File: src/rtl/nic_pkg.sv
// Shared constants for the NIC: register map and packet header field positions.
package nic_pkg;

    localparam logic [1:0] ADDR_IN_BUF   = 2'b00;
    localparam logic [1:0] ADDR_IN_STAT  = 2'b01;
    localparam logic [1:0] ADDR_OUT_BUF  = 2'b10;
    localparam logic [1:0] ADDR_OUT_STAT = 2'b11;

    localparam int unsigned PKT_VC          = 63;
    localparam int unsigned PKT_DIR_MSB     = 62;
    localparam int unsigned PKT_DIR_LSB     = 61;
    localparam int unsigned PKT_HOP_MSB     = 55;
    localparam int unsigned PKT_HOP_LSB     = 48;
    localparam int unsigned PKT_SRC_MSB     = 47;
    localparam int unsigned PKT_SRC_LSB     = 32;
    localparam int unsigned PKT_PAYLOAD_MSB = 31;
    localparam int unsigned PKT_PAYLOAD_LSB = 0;

endpackage

File: src/rtl/nic_channel_buffer.sv
// One-entry packet buffer with a full flag; loads are refused while full.
module nic_channel_buffer
    import nic_pkg::*;
#(
    parameter int WIDTH = 64
) (
    input  logic             clk,
    input  logic             reset,
    input  logic             load,
    input  logic [WIDTH-1:0] load_data,
    input  logic             unload,
    output logic [WIDTH-1:0] data,
    output logic             full
);

    always_ff @(posedge clk) begin
        if (!reset) begin
            data <= '0;
            full <= 1'b0;
        end else if (load && !full) begin
            data <= load_data;
            full <= 1'b1;
        end else if (unload) begin
            full <= 1'b0;
        end
    end

endmodule

File: src/rtl/nic.sv
// Network interface controller: memory-mapped processor port bridged to a
// router PE port through one injection and one ejection buffer.
module nic
    import nic_pkg::*;
#(
    parameter int DATA_WIDTH = 64,
    parameter int VC_BIT     = 63
) (
    input  logic                  clk,
    input  logic                  reset,
    input  logic [1:0]            addr,
    input  logic [DATA_WIDTH-1:0] d_in,
    output logic [DATA_WIDTH-1:0] d_out,
    input  logic                  nicEn,
    input  logic                  nicWrEn,
    input  logic                  net_si,
    output logic                  net_ri,
    input  logic [DATA_WIDTH-1:0] net_di,
    output logic                  net_so,
    input  logic                  net_ro,
    output logic [DATA_WIDTH-1:0] net_do,
    input  logic                  net_polarity
);

    logic                  in_full;
    logic                  out_full;
    logic [DATA_WIDTH-1:0] in_buf;
    logic [DATA_WIDTH-1:0] out_buf;
    logic                  rd;
    logic                  wr_out;
    logic                  rd_in;

    assign rd     = nicEn & ~nicWrEn;
    assign wr_out = nicEn & nicWrEn & (addr == ADDR_OUT_BUF);
    assign rd_in  = rd & (addr == ADDR_IN_BUF);

    // Inject only in the router's phase matching the packet's virtual channel.
    assign net_so = out_full & net_ro & (out_buf[VC_BIT] == net_polarity);
    assign net_do = out_buf;
    assign net_ri = ~in_full;

    nic_channel_buffer #(.WIDTH(DATA_WIDTH)) u_out_buf (
        .clk       (clk),
        .reset     (reset),
        .load      (wr_out),
        .load_data (d_in),
        .unload    (net_so),
        .data      (out_buf),
        .full      (out_full)
    );

    nic_channel_buffer #(.WIDTH(DATA_WIDTH)) u_in_buf (
        .clk       (clk),
        .reset     (reset),
        .load      (net_si),
        .load_data (net_di),
        .unload    (rd_in),
        .data      (in_buf),
        .full      (in_full)
    );

    always_ff @(posedge clk) begin
        if (!reset) begin
            d_out <= '0;
        end else if (rd) begin
            case (addr)
                ADDR_IN_BUF:   d_out <= in_buf;
                ADDR_IN_STAT:  d_out <= {{(DATA_WIDTH-1){1'b0}}, in_full};
                ADDR_OUT_BUF:  d_out <= out_buf;
                ADDR_OUT_STAT: d_out <= {{(DATA_WIDTH-1){1'b0}}, out_full};
                default:       d_out <= '0;
            endcase
        end else begin
            d_out <= '0;
        end
    end

endmodule

File: config.mk
export PLATFORM = sky130hd
export DESIGN_NAME = nic
export DESIGN_NICKNAME = d
export VERILOG_FILES = /design/src/rtl/nic_pkg.sv /design/src/rtl/nic_channel_buffer.sv /design/src/rtl/nic.sv
export SDC_FILE = /design/constraint.sdc
export NUM_CORES = 1
export LEC_CHECK = 0
export ABC_AREA = 1
export CORE_MARGIN = 2
export CORE_UTILIZATION = 30
export CTS_CLUSTER_SIZE = 16
export DETAILED_ROUTE_END_ITERATION = 12
export HOLD_SLACK_MARGIN = 0.06
export SYNTH_ARGS = -nofsm -noshare
export SYNTH_HDL_FRONTEND = slang
export SYNTH_SLANG_ARGS = --single-unit
File: constraint.sdc
create_clock -name clk -period 1.05 [get_ports clk]
set_clock_uncertainty 0.1 [all_clocks]
set_input_delay 0.21 -clock clk [delete_from_list [all_inputs] [get_ports clk]]
set_output_delay 0.21 -clock clk [all_outputs]
set_load 0.02 [all_outputs]
==> impl_metrics.sql, run 1 <==
INSERT INTO impl_metrics (metric_group, metric, value, unit) VALUES
('run_status', 'result_of_the_run', 'finished with violations', ''),
('run_status', 'failed_checks', 'setup timing', ''),
('placement', 'post-dp-hpwl', '15200', 'um'),
('timing', 'final_period_minus_worst_setup_slack', '1490', 'ps'),
('finish', 'drive_above_1_share', '0.461', ''),
('timing', 'period_share', '1.42', ''),
('finish', 'diodes', '0', ''),
('setup_path', 'crit_path_start_kind', 'flop', ''),
('global_route', 'grt_overflow', '0', ''),
('setup_path', 'worst_r2r_endpoint', 'u_out_buf.data[10]', ''),
('setup_path', 'startpoint_of_the_most_critical_register_to_register_path', 'u_out_buf.full', ''),
('clock_tree', 'clock-root-buffer', 'clkbuf_16', ''),
('global_route', 'grt_start_max_net_pins', '59', ''),
('global_route', 'gr_usage_total', '0.206', ''),
('finish', 'nets', '1510', ''),
('worst_hold_path', 'min-delay-start', 'reset', ''),
('worst_hold_path', 'worst_hold_path.endpoint', 'd_out[56]', ''),
('power_and_ir_drop', 'ir_drop', '0.000815', 'V'),
('timing', 'timing.final.setup_violations', '265', ''),
('synthesis', 'synthesis.area', '7120', 'um2'),
('clock_tree', 'clock_tree_from_tritoncts', 'built', ''),
('synthesis', 'synth-seq-cells', '194', ''),
('power_and_ir_drop', 'p_clk_frac', '0.368', ''),
('power_and_ir_drop', 'cell_internal_pwr', '12.9', 'mW'),
('clock_tree', 'cts_max_level', '4', ''),
('setup_path', 'critical_path.cell_chain', 'buf_6 > inv_2 > nand3_2 > nor2_4 > buf_12 > buf_12 > buf_16 > nand2_2 > nand2_2 > nor2_1', ''),
('floorplan', 'initial_core_util', '0.304', ''),
('detailed_routing', 'drc_errors', '0', ''),
('floorplan', 'area_enclosed_by_the_die_boundary', '25000', 'um2'),
('synthesis', 'synth_cells', '991', ''),
('synthesis', 'netlist-cell-type-count', '15', ''),
('worst_hold_path', 'worstHoldPathCells', '3', ''),
('setup_path', 'worstPathArrival', '1710', 'ps'),
('detailed_routing', 'drt_iter0_markers', '336', ''),
('floorplan', 'die_w', '158', 'um'),
('floorplan', 'placementRows', '56', ''),
('power_and_ir_drop', 'powerDensity', '1290', 'nW/um2'),
('timing', 'slew_violations', '0', ''),
('floorplan', 'dieHeight', '158', 'um'),
('placement', 'gpl.final_weighted_congestion', '0.772', ''),
('timing', 'slew_headroom', '0.745', ''),
('clock_tree', 'clk_latency', '430', 'ps'),
('power_and_ir_drop', 'sw_frac_of_total', '0.275', ''),
('synthesis', 'synth_fp_nets', '1128', ''),
('flow_run', 'max-cap-violations', '0', ''),
('timing', 'achievable-frequency', '670', 'MHz'),
('detailed_routing', 'routed_wirelength', '28400', 'um'),
('synthesis', 'synth.cells.most_frequent', 'nand2_1 (266), nor2_1 (260), dfxtp_1 (194)', ''),
('synthesis', 'postSynthAreaPerCell', '7.19', 'um2'),
('setup_path', 'slowest_delay', '340', 'ps'),
('synthesis', 'synthArstFlopShare', '0', ''),
('timing', 'unrepaired_setup_endpoints_after_global_routing', 'true', ''),
('detailed_routing', 'vias_post_dr', '7623', ''),
('power_and_ir_drop', 'net-switching-power', '4.90', 'mW'),
('synthesis', 'library_cell_with_the_highest_instance_count_after_synthesis', 'nand2_1', ''),
('synthesis', 'top_cell_type_by_total_area_after_synthesis', 'dfxtp_1', ''),
('setup_path', 'rrSetupSlack', '-440', 'ps'),
('timing', 'report.final.hold_viol_count', '0', ''),
('setup_path', 'reg2regPathDepth', '10', ''),
('setup_path', 'cp.required', '1270', 'ps'),
('floorplan', 'core_area', '23400', 'um2'),
('timing', 'finalWorstSetupSlack', '-441', 'ps'),
('setup_path', 'timing.setup.critical_path_class', 'reg2reg', ''),
('detailed_routing', 'route.antenna.remaining_nets', '0', ''),
('synthesis', 'netlist.area_leader.share', '0.545', ''),
('setup_path', 'timing.critical_path.fanout_max', '8', ''),
('synthesis', 'synth_top_flop_cell', 'dfxtp_1', ''),
('synthesis', 'number_of_enable_flip_flop_cells_after_synthesis', '0', ''),
('power_and_ir_drop', 'final_total_pwr', '17.8', 'mW'),
('setup_path', 'worst_setup_path_end_kind', 'flop', ''),
('worst_hold_path', 'holdCritPathClass', 'in2reg', '');
[power groups by stage]
stage | sequential (mW) | clock [mW] | combinational (mW)
2_1_floorplan | 8.11 | 0 | 0.881
3_3_place_gp | 7.99 | 0 | 2.24
3_5_place_dp | 8.00 | 0 | 2.25
4_1_cts | 7.92 | 6.67 | 2.91
5_1_grt | 7.98 | 7.00 | 3.57
6_report | 7.94 | 6.56 | 3.34
[per-layer routing]
metal / vias up / track usage / share of wire
met5: - / 0 / 0
met4: 0 / 0.0566 / 0.016
met3: 29 / 0.0485 / 0.059
met2: 236 / 0.338 / 0.47
met1: 3557 / 0.271 / 0.46
li1: 3801 / - / -
[layout make-up]
class	instances	area, um2
clock buffers	18	439
fillers	2104	9600
multi-input cells	661	3510
clock inverters	13	144
repair buffers	422	4950
flip-flops and latches	194	4050
repair inverters	1	11.3
inverters	76	309
well taps	319	399
[stage by stage]
stage	area (um2)	setup WS (ps)	hold WS [ps]	instances	TNS, ps
6_report	13800	-441	64.0	1704	-60730
5_1_grt	13800	-502	51.4	1704	-73440
4_1_cts	12900	-448	56.3	1679	-63310
3_5_place_dp	10900	-785	357	1615	-138360
3_3_place_gp	10900	-781	351	1615	-137290
2_1_floorplan	7200	-115	245	991	-8570
[timing repair]
item,in CTS,in global routing
gates cloned,18,16
setup buffers,15,14
gates resized for setup,1076,133
setup endpoints to repair,324,306
hold endpoints to repair,1,1
pin swaps,12,16
[sequential cells by signal, indices dropped and copies added, names as in the netlist]
register and count:
u_out_buf.data 64, u_in_buf.data 64, u_in_buf.full 1, d_out 64, u_out_buf.full 1
[layout by cell type, fill, tap and decap left out, types with 14 or more instances in the layout]
master,instances
nor2_2,24
clkdlybuf4s50_1,131
nor2_4,38
inv_1,70
clkbuf_16,29
nand2_4,15
buf_16,21
nand2_1,208
a21oi_1,54
buf_12,21
nand2_2,42
o21ai_2,47
dfxtp_1,65
buf_4,93
buf_6,138
o21ai_1,14
dfxtp_2,129
nor2_1,199
[how the worst max path moves through the flow]
stage,startpoint,end,slack [ps]
final,u_out_buf.full,u_out_buf.data[10],-440
after global routing,u_out_buf.full,u_out_buf.data[54],-500
after CTS,u_out_buf.full,u_out_buf.data[10],-450
after detailed placement,net_polarity,net_so,-780
after global placement,net_polarity,net_so,-780
after floorplan,u_out_buf.full,u_out_buf.data[18],-110
[cell families after synthesis]
group / after synthesis / share of synthesized area
AOI/OAI and AO/OA: 129 / 0.0907
and+or+nand+nor: 532 / 0.282
buffers and inverters: 136 / 0.0824
DFF: 194 / 0.545
[worst max-delay path, delay by kind of cell, from the launching register on]
kind	cells	cell delay [ps]
buf+inv	5	610
flops	1	340
simple gates	5	350
Note: power is estimated with default switching activity, not from simulation.
==> run 2, diff against run 1 <==
--- a/config.mk
+++ b/config.mk
@@ -6,6 +6,7 @@
 export NUM_CORES = 1
 export LEC_CHECK = 0
 export ABC_AREA = 1
+export CAP_MARGIN = 20
 export CORE_MARGIN = 2
 export CORE_UTILIZATION = 30
 export CTS_CLUSTER_SIZE = 16
==> results of run 2 <==
No change in the layout: final DEF, timing and power equal those of run 1.
